`src/rtl/turn_seq_fsm.sv`:
```
// Sequential turn-signal controller: N lamps per side, hazard flash, and a step prescaler.
// Optional brake overlay is enabled with the TURN_SEQ_BRAKE_EN macro.
module turn_seq_fsm #(
  parameter int N   = 3,
  parameter int DIV = 1
) (
  input  logic         clk,
  input  logic         reset,
  input  logic         left,
  input  logic         right,
  input  logic         hazard,
`ifdef TURN_SEQ_BRAKE_EN
  input  logic         brake,
`endif
  output logic [N-1:0] lamps_l,
  output logic [N-1:0] lamps_r,
  output logic         busy,
  output logic [7:0]   dbg_state
);

  localparam int SW = 5;
  localparam int CW = (DIV > 1) ? $clog2(DIV) : 1;
  localparam logic [CW-1:0] DIV_LAST  = CW'(DIV - 1);
  localparam logic [SW-1:0] STEP_LAST = SW'(N);

  localparam logic [1:0] ST_IDLE = 2'd0;
  localparam logic [1:0] ST_LSEQ = 2'd1;
  localparam logic [1:0] ST_RSEQ = 2'd2;
  localparam logic [1:0] ST_HAZ  = 2'd3;

  logic [CW-1:0] div_cnt_q, div_cnt_d;
  logic [1:0]    kind_q, kind_d;
  logic [SW-1:0] step_q, step_d;
  logic          haz_off_q, haz_off_d;
  logic          tick;
  logic          hz;

  assign tick = (div_cnt_q == DIV_LAST);
  assign hz   = hazard | (left & right);

  always_comb begin
    div_cnt_d = tick ? '0 : div_cnt_q + 1'b1;
  end

  always_comb begin
    kind_d    = kind_q;
    step_d    = step_q;
    haz_off_d = haz_off_q;
    if (tick) begin
      // Marks the one-tick dark phase that follows HAZ so brake cannot fill it.
      haz_off_d = (kind_q == ST_HAZ);
      if (hz && (kind_q != ST_HAZ)) begin
        kind_d = ST_HAZ;
        step_d = '0;
      end else begin
        case (kind_q)
          ST_HAZ: begin
            kind_d = ST_IDLE;
            step_d = '0;
          end
          ST_IDLE: begin
            if (left) begin
              kind_d = ST_LSEQ;
              step_d = SW'(1);
            end else if (right) begin
              kind_d = ST_RSEQ;
              step_d = SW'(1);
            end
          end
          default: begin
            if (step_q == STEP_LAST) begin
              kind_d = ST_IDLE;
              step_d = '0;
            end else begin
              step_d = step_q + 1'b1;
            end
          end
        endcase
      end
    end
  end

  always_ff @(posedge clk) begin
    if (!reset) begin
      div_cnt_q <= '0;
      kind_q    <= ST_IDLE;
      step_q    <= '0;
      haz_off_q <= 1'b0;
    end else begin
      div_cnt_q <= div_cnt_d;
      kind_q    <= kind_d;
      step_q    <= step_d;
      haz_off_q <= haz_off_d;
    end
  end

  logic [N-1:0] fill;
  logic [N-1:0] base_l, base_r;

  always_comb begin
    fill = '0;
    for (int i = 0; i < N; i++) begin
      fill[i] = (SW'(i) < step_q);
    end
  end

  always_comb begin
    base_l = '0;
    base_r = '0;
    case (kind_q)
      ST_LSEQ: base_l = fill;
      ST_RSEQ: base_r = fill;
      ST_HAZ: begin
        base_l = '1;
        base_r = '1;
      end
      default: ;
    endcase
  end

`ifdef TURN_SEQ_BRAKE_EN
  logic brake_show;
  assign brake_show = brake && (kind_q != ST_HAZ) && !haz_off_q;
  assign lamps_l = (brake_show && (kind_q != ST_LSEQ)) ? '1 : base_l;
  assign lamps_r = (brake_show && (kind_q != ST_RSEQ)) ? '1 : base_r;
`else
  assign lamps_l = base_l;
  assign lamps_r = base_r;
`endif

  assign busy      = (kind_q != ST_IDLE);
  assign dbg_state = {haz_off_q, kind_q, step_q};

endmodule

```
`config.mk`:
```
export PLATFORM = sky130hd
export DESIGN_NAME = turn_seq_fsm
export DESIGN_NICKNAME = d
export VERILOG_FILES = /design/src/rtl/turn_seq_fsm.sv
export SDC_FILE = /design/constraint.sdc
export NUM_CORES = 1
export LEC_CHECK = 0
export ABC_CLOCK_PERIOD_IN_PS = 2900
export BUFFER_PORTS_ARGS = -buffer_cell sky130_fd_sc_hd__buf_4
export CAP_MARGIN = 20
export CORE_UTILIZATION = 45
export CTS_CLUSTER_SIZE = 8
export DETAILED_ROUTE_END_ITERATION = 12
export MAX_ROUTING_LAYER = met4
export PLACE_DENSITY = 0.69
export SYNTH_ARGS = -nofsm -noshare
export SYNTH_HDL_FRONTEND = slang
export SYNTH_SLANG_ARGS = --single-unit
export TNS_END_PERCENT = 20
```
`constraint.sdc`:
```
create_clock -name clk -period 2.9 [get_ports clk]
set_clock_uncertainty 0.2 [all_clocks]
set_input_delay 0.435 -clock clk [delete_from_list [all_inputs] [get_ports clk]]
set_output_delay 0.435 -clock clk [all_outputs]
set_load 0.05 [all_outputs]
```
After elaboration in Yosys (flattened, before gate mapping):

Cells that the tools add are included.

* bits of input ports: 5
* flip-flop bits (word level): 9
* word-level logic and storage cells: 37
* output and inout port bits: 15

* eq/ne operators: 6
* add/sub/neg operators: 2
* reduce and logical (&&, ||, !) cells: 7
* order comparisons: 3
* mux-type cells: 12
* bitwise logic cells: 3

Operators by type and width (count)
* $mux W5: 4
* $pmux W3 S2: 2
* $lt A1 B5 Y1 const A: 2
* $pmux W5 S2: 1
* $mux W2: 4
* $add A5 B1 Y5 const B: 1
* $eq A5 B2 Y1 const B: 1
* $lt A2 B5 Y1 const A: 1
* $eq A2 B2 Y1 const B: 2
* $ne A4 B4 Y1 const B: 1
* $pmux W2 S2: 1
* $reduce_and A2 Y1: 2
* $reduce_bool A4 Y1: 1
* $reduce_and A3 Y1: 1
* $eq A2 B1 Y1 const B: 1
* $logic_not A2 Y1: 1
* $ne A2 B2 Y1 const B: 1
* $reduce_bool A2 Y1: 1
* $add A1 B1 Y1 const B: 1
* $and A1 B1 Y1: 1
* $logic_and A1 B1 Y1: 1
* $not A1 Y1: 1
* $or A1 B1 Y1: 1

Longest topological paths before layout:

* word-level depth: 5
* mapped depth: 6
* mapped depth without buffers: 6

Least setup slack after synthesis:

Ideal clock, no wire load.

* kind: register -> register
* start point: reg step_q[0]
* end point: reg kind_q[1]
* cell stages (with the launch flop): 6
* path buffers: 0
* clock period less this slack: 2319 ps
* arrival: 2003 ps
* slack: 581 ps
* library setup time: 116 ps
* data required time: 2584 ps
* cells stage by stage: dfxtp_1 -> ha_1 -> or4b_4 -> a221oi_4 -> o221ai_2 -> o211a_1

* word-level cells in the longest chain between the ends: 3

Ends and longest elaborated chain
* start: declaration: RTL line 33 `logic [SW-1:0] step_q, step_d;`
* start signal: assignment: RTL line 92 `step_q <= step_d;`
* $eq A5 B2 Y1: RTL line 71 `if (step_q == STEP_LAST) begin`
* $reduce_bool A4 Y1 (no line)
* $reduce_and A3 Y1 (no line)
* end signal: assignment: RTL line 91 `kind_q <= kind_d;`
* end: declaration: RTL line 32 `logic [1:0] kind_q, kind_d;`

Every way passes these cells.
A chain may end at the register's enable or synchronous reset.

Worst setup path after layout:

* start point: reg step_q[2]
* end point: out lamps_r[0]

* word-level cells in the longest chain between the ends: 2

Ends and longest elaborated chain
* $lt A1 B5 Y1: RTL line 103 `fill[i] = (SW'(i) < step_q);`
* $pmux W3 S2: RTL line 110 `case (kind_q)`
* end: declaration: RTL line 16 `output logic [N-1:0] lamps_r,`

Every way passes these cells.

==> results.py <==
metrics = {
    "timing": {
        "max_freq_mhz": 410,
        "post-route-period-util_pct": 84.0,
        "setup_violations": 0,
        "period_minus_slack_ns": 2.44,
        "maxSlewViolCount": 0,
        "hold_violations": 0,
        "setup_tns_ns": 0,
        "rsz0062_at_grt": "no",
        "maxSlewHeadroom_pct": 54.8,
        "worst_pin_slew_ns": 0.676,
        "hold_slack_ns": 0.280,
    },
    "detailed_routing": {
        "vias_per_cell": 5.57,
        "dr_total_vias": 602,
        "drcViolationCount": 0,
        "wl_per_cell_um": 13.4,
        "ant_nets": 0,
        "wl_um": 1450,
        "drt_iter0_markers": 15,
        "first_pass_iters": 4,
    },
    "placement": {
        "gp_congestion": 0.806,
        "port_buffers": 19,
        "dp_hpwl_um": 1100,
        "place_inst": 104,
    },
    "cts": {
        "clock_sinks": 9,
        "htreeDepth": 1,
        "cts_root_buf": "clkbuf_4",
        "ctsResizeCount": 0,
        "cts_tree": "yes",
        "cts.path.max_buffers": 2,
        "clock_latency_ns": 0.26,
        "cts_inserted_buffers": 3,
        "post_cts_buffers": 0,
        "ctsHoldBuffers": 0,
        "clkSlewWorstSetupHoldPaths_ns": 0.06,
    },
    "worst_setup_path": {
        "r2r_start": "step_q[0]$_SDFFE_PN0P_",
        "r2r-end": "kind_q[1]$_SDFFE_PN0P_",
        "r2r_slack_ns": 0.80,
        "path_cells": "or4_1 > or2_1 > a21o_1 > buf_4",
        "critPathMaxFanout": 8,
        "path_class": "reg2out",
        "worstSetupStartpointType": "flop",
        "r2r_cells": 5,
        "slowest_stage": "or4_1",
        "crit_arrival_ns": 1.80,
        "cp.required_ns": 2.27,
        "max_stage_delay_ns": 0.56,
        "end_kind": "primary output",
    },
    "yosys": {
        "seq_area_frac_synth_pct": 27.8,
        "synth-seq-cells": 9,
        "ys_types": 34,
        "synthMuxAreaShare_pct": 1.54,
        "synth_top_family_by_area": "compound AO/OA/AOI/OAI gates",
        "synthCells": 73,
        "yosys_warnings": 0,
        "avgSynthCellArea_sq_um": 8.88,
        "synth-simple-area-share_pct": 21.2,
        "synth_edf_count": 0,
        "synthXorXnorAreaFrac_pct": 0,
        "async_reset_ff_share_pct": 0,
        "yosysTopAreaCell": "dfxtp_1",
        "synthAdderAreaFrac_pct": 9.65,
        "synth_area_sq_um": 648,
        "synth_compound_gate_area_share_pct": 34.6,
        "synth_common_cells": "9 x dfxtp_1, 7 x a21o_1, 5 x ha_1, 5 x nand2_1",
        "syn_nets": 83,
        "synth_most_common_cell": "dfxtp_1",
        "synth_area_leaders": "dfxtp_1 28%, ha_1 9.7%, a21o_1 8.1%",
        "synth_top_area_share_pct": 27.8,
        "ys.flop_type": "dfxtp_1",
    },
    "finish": {
        "fin_nets": 104,
        "syn_to_final_growth_pct": 26.6,
        "fin_util_pct": 62.3,
        "antenna_cells": 0,
        "fin_cells": 108,
        "layout-drive-gt1-share_pct": 28.0,
    },
    "hold_path": {
        "hold_end": "kind_q[0]$_SDFFE_PN0P_",
        "min_path_cells": 2,
        "hp-class": "in2reg",
        "worstHoldStart": "reset",
    },
    "outcome": {
        "outcome": "completed",
    },
    "pwr": {
        "combPwrFrac_pct": 36.2,
        "switchingPower_mw": 0.135,
        "power.total_mw": 0.365,
        "p_seq_share_pct": 37.6,
        "p_sw_share_pct": 37.1,
        "intPower_mw": 0.229,
        "power_leakage_nw": 0.433,
        "power-per-cell-area_nw_per_um2": 444,
        "peakVddDrop_mv": 0.331,
        "clkPwrFrac_pct": 26.2,
    },
    "floorplanning": {
        "core_sq_um": 1320,
        "fp.dieW_um": 40.0,
        "ios": 20,
        "rows": 13,
        "die-area_sq_um": 1600,
        "initial_core_util_pct": 49.2,
        "die_h_um": 40.0,
    },
    "global_routing": {
        "grt_max_degree": 14,
        "overflow": 0,
        "grt_pass1_wl_um": 2070,
        "grt_pass1_vias": 451,
        "track_usage_pct": 20.2,
        "antenna_found_initial": 0,
    },
    "flow_run": {
        "cap_violations": 0,
    },
}
## placed cells by master, fill, tap and decap left out, drive strengths merged, types with 2 or more instances in the layout
master / Yosys / layout
a21boi: 2 / 2
a21o: 7 / 7
a21oi: 4 / 4
buf: 2 / 19
clkbuf: 1 / 4
dfxtp: 9 / 9
ha: 5 / 5
inv: 4 / 4
nand2: 5 / 5
nand3: 2 / 2
nand4: 3 / 3
nor2: 3 / 3
nor2b: 2 / 2
o211a: 2 / 2
o21ai: 4 / 4
or4: 2 / 2
## layer usage
layer	track usage [%]	wire length [um]	vias up
met5	-	0	-
met4	10.3	14	0
met3	3.33	48	4
met2	30.6	683	13
met1	25.7	698	273
li1	-	-	312
## critical path: cells and delay by family (launching register included)
family / cells / cell delay [ns]
flops: 1 / 0.37
simple gates: 2 / 0.80
compound gates: 1 / 0.18
buf+inv: 1 / 0.18
## through the flow
step / setup WS (ns) / cell area [sq um]
floorplan: 0.581 / 648
finish: 0.464 / 821
detailed placement: 0.742 / 795
global route: 0.397 / 821
global placement: 0.769 / 795
CTS: 0.458 / 821
## registers in the layout (all words and copies together) (netlist names)
signal     cells
haz_off_q      1
div_cnt_q      1
kind_q         2
step_q         5
## cell families after synthesis
group                      count (synthesis)
adders and majority gates                  5
DFF                                        9
muxes                                      1
other                                      1
buffers and inverters                      7
and+or+nand+nor                           23
AOI/OAI and AO/OA                         27
## final cells by class
class	instances	area (sq um)
timing repair buffer	19	143
clock buffer	4	26.3
fill	123	497
sequential	9	180
tap	15	18.8
multi-input combinational	57	438
inverter	4	15.0
## worst max path at each step
| stage | start | endpoint | cells past startpoint |
|---|---|---|---|
| after detailed placement | step_q[2]$_SDFFE_PN0P_ | lamps_r[0] | 4 |
| after global placement | step_q[2]$_SDFFE_PN0P_ | lamps_r[0] | 4 |
| after CTS | step_q[1]$_SDFFE_PN0P_ | lamps_r[0] | 4 |
| after floorplan | step_q[0]$_SDFFE_PN0P_ | kind_q[1]$_SDFFE_PN0P_ | 5 |
| final | step_q[2]$_SDFFE_PN0P_ | lamps_r[0] | 4 |
| after global routing | step_q[2]$_SDFFE_PN0P_ | lamps_l[0] | 4 |
## power by group through the flow
stage / registers, mW / clock network [mW] / logic, mW
2_1_floorplan: 0.152 / 0 / 0.0835
6_report: 0.137 / 0.0956 / 0.132
4_1_cts: 0.137 / 0.0996 / 0.132
3_3_place_gp: 0.140 / 0 / 0.130
3_5_place_dp: 0.140 / 0 / 0.132
5_1_grt: 0.138 / 0.105 / 0.141
No activity file was read; power rests on OpenSTA's default activity.
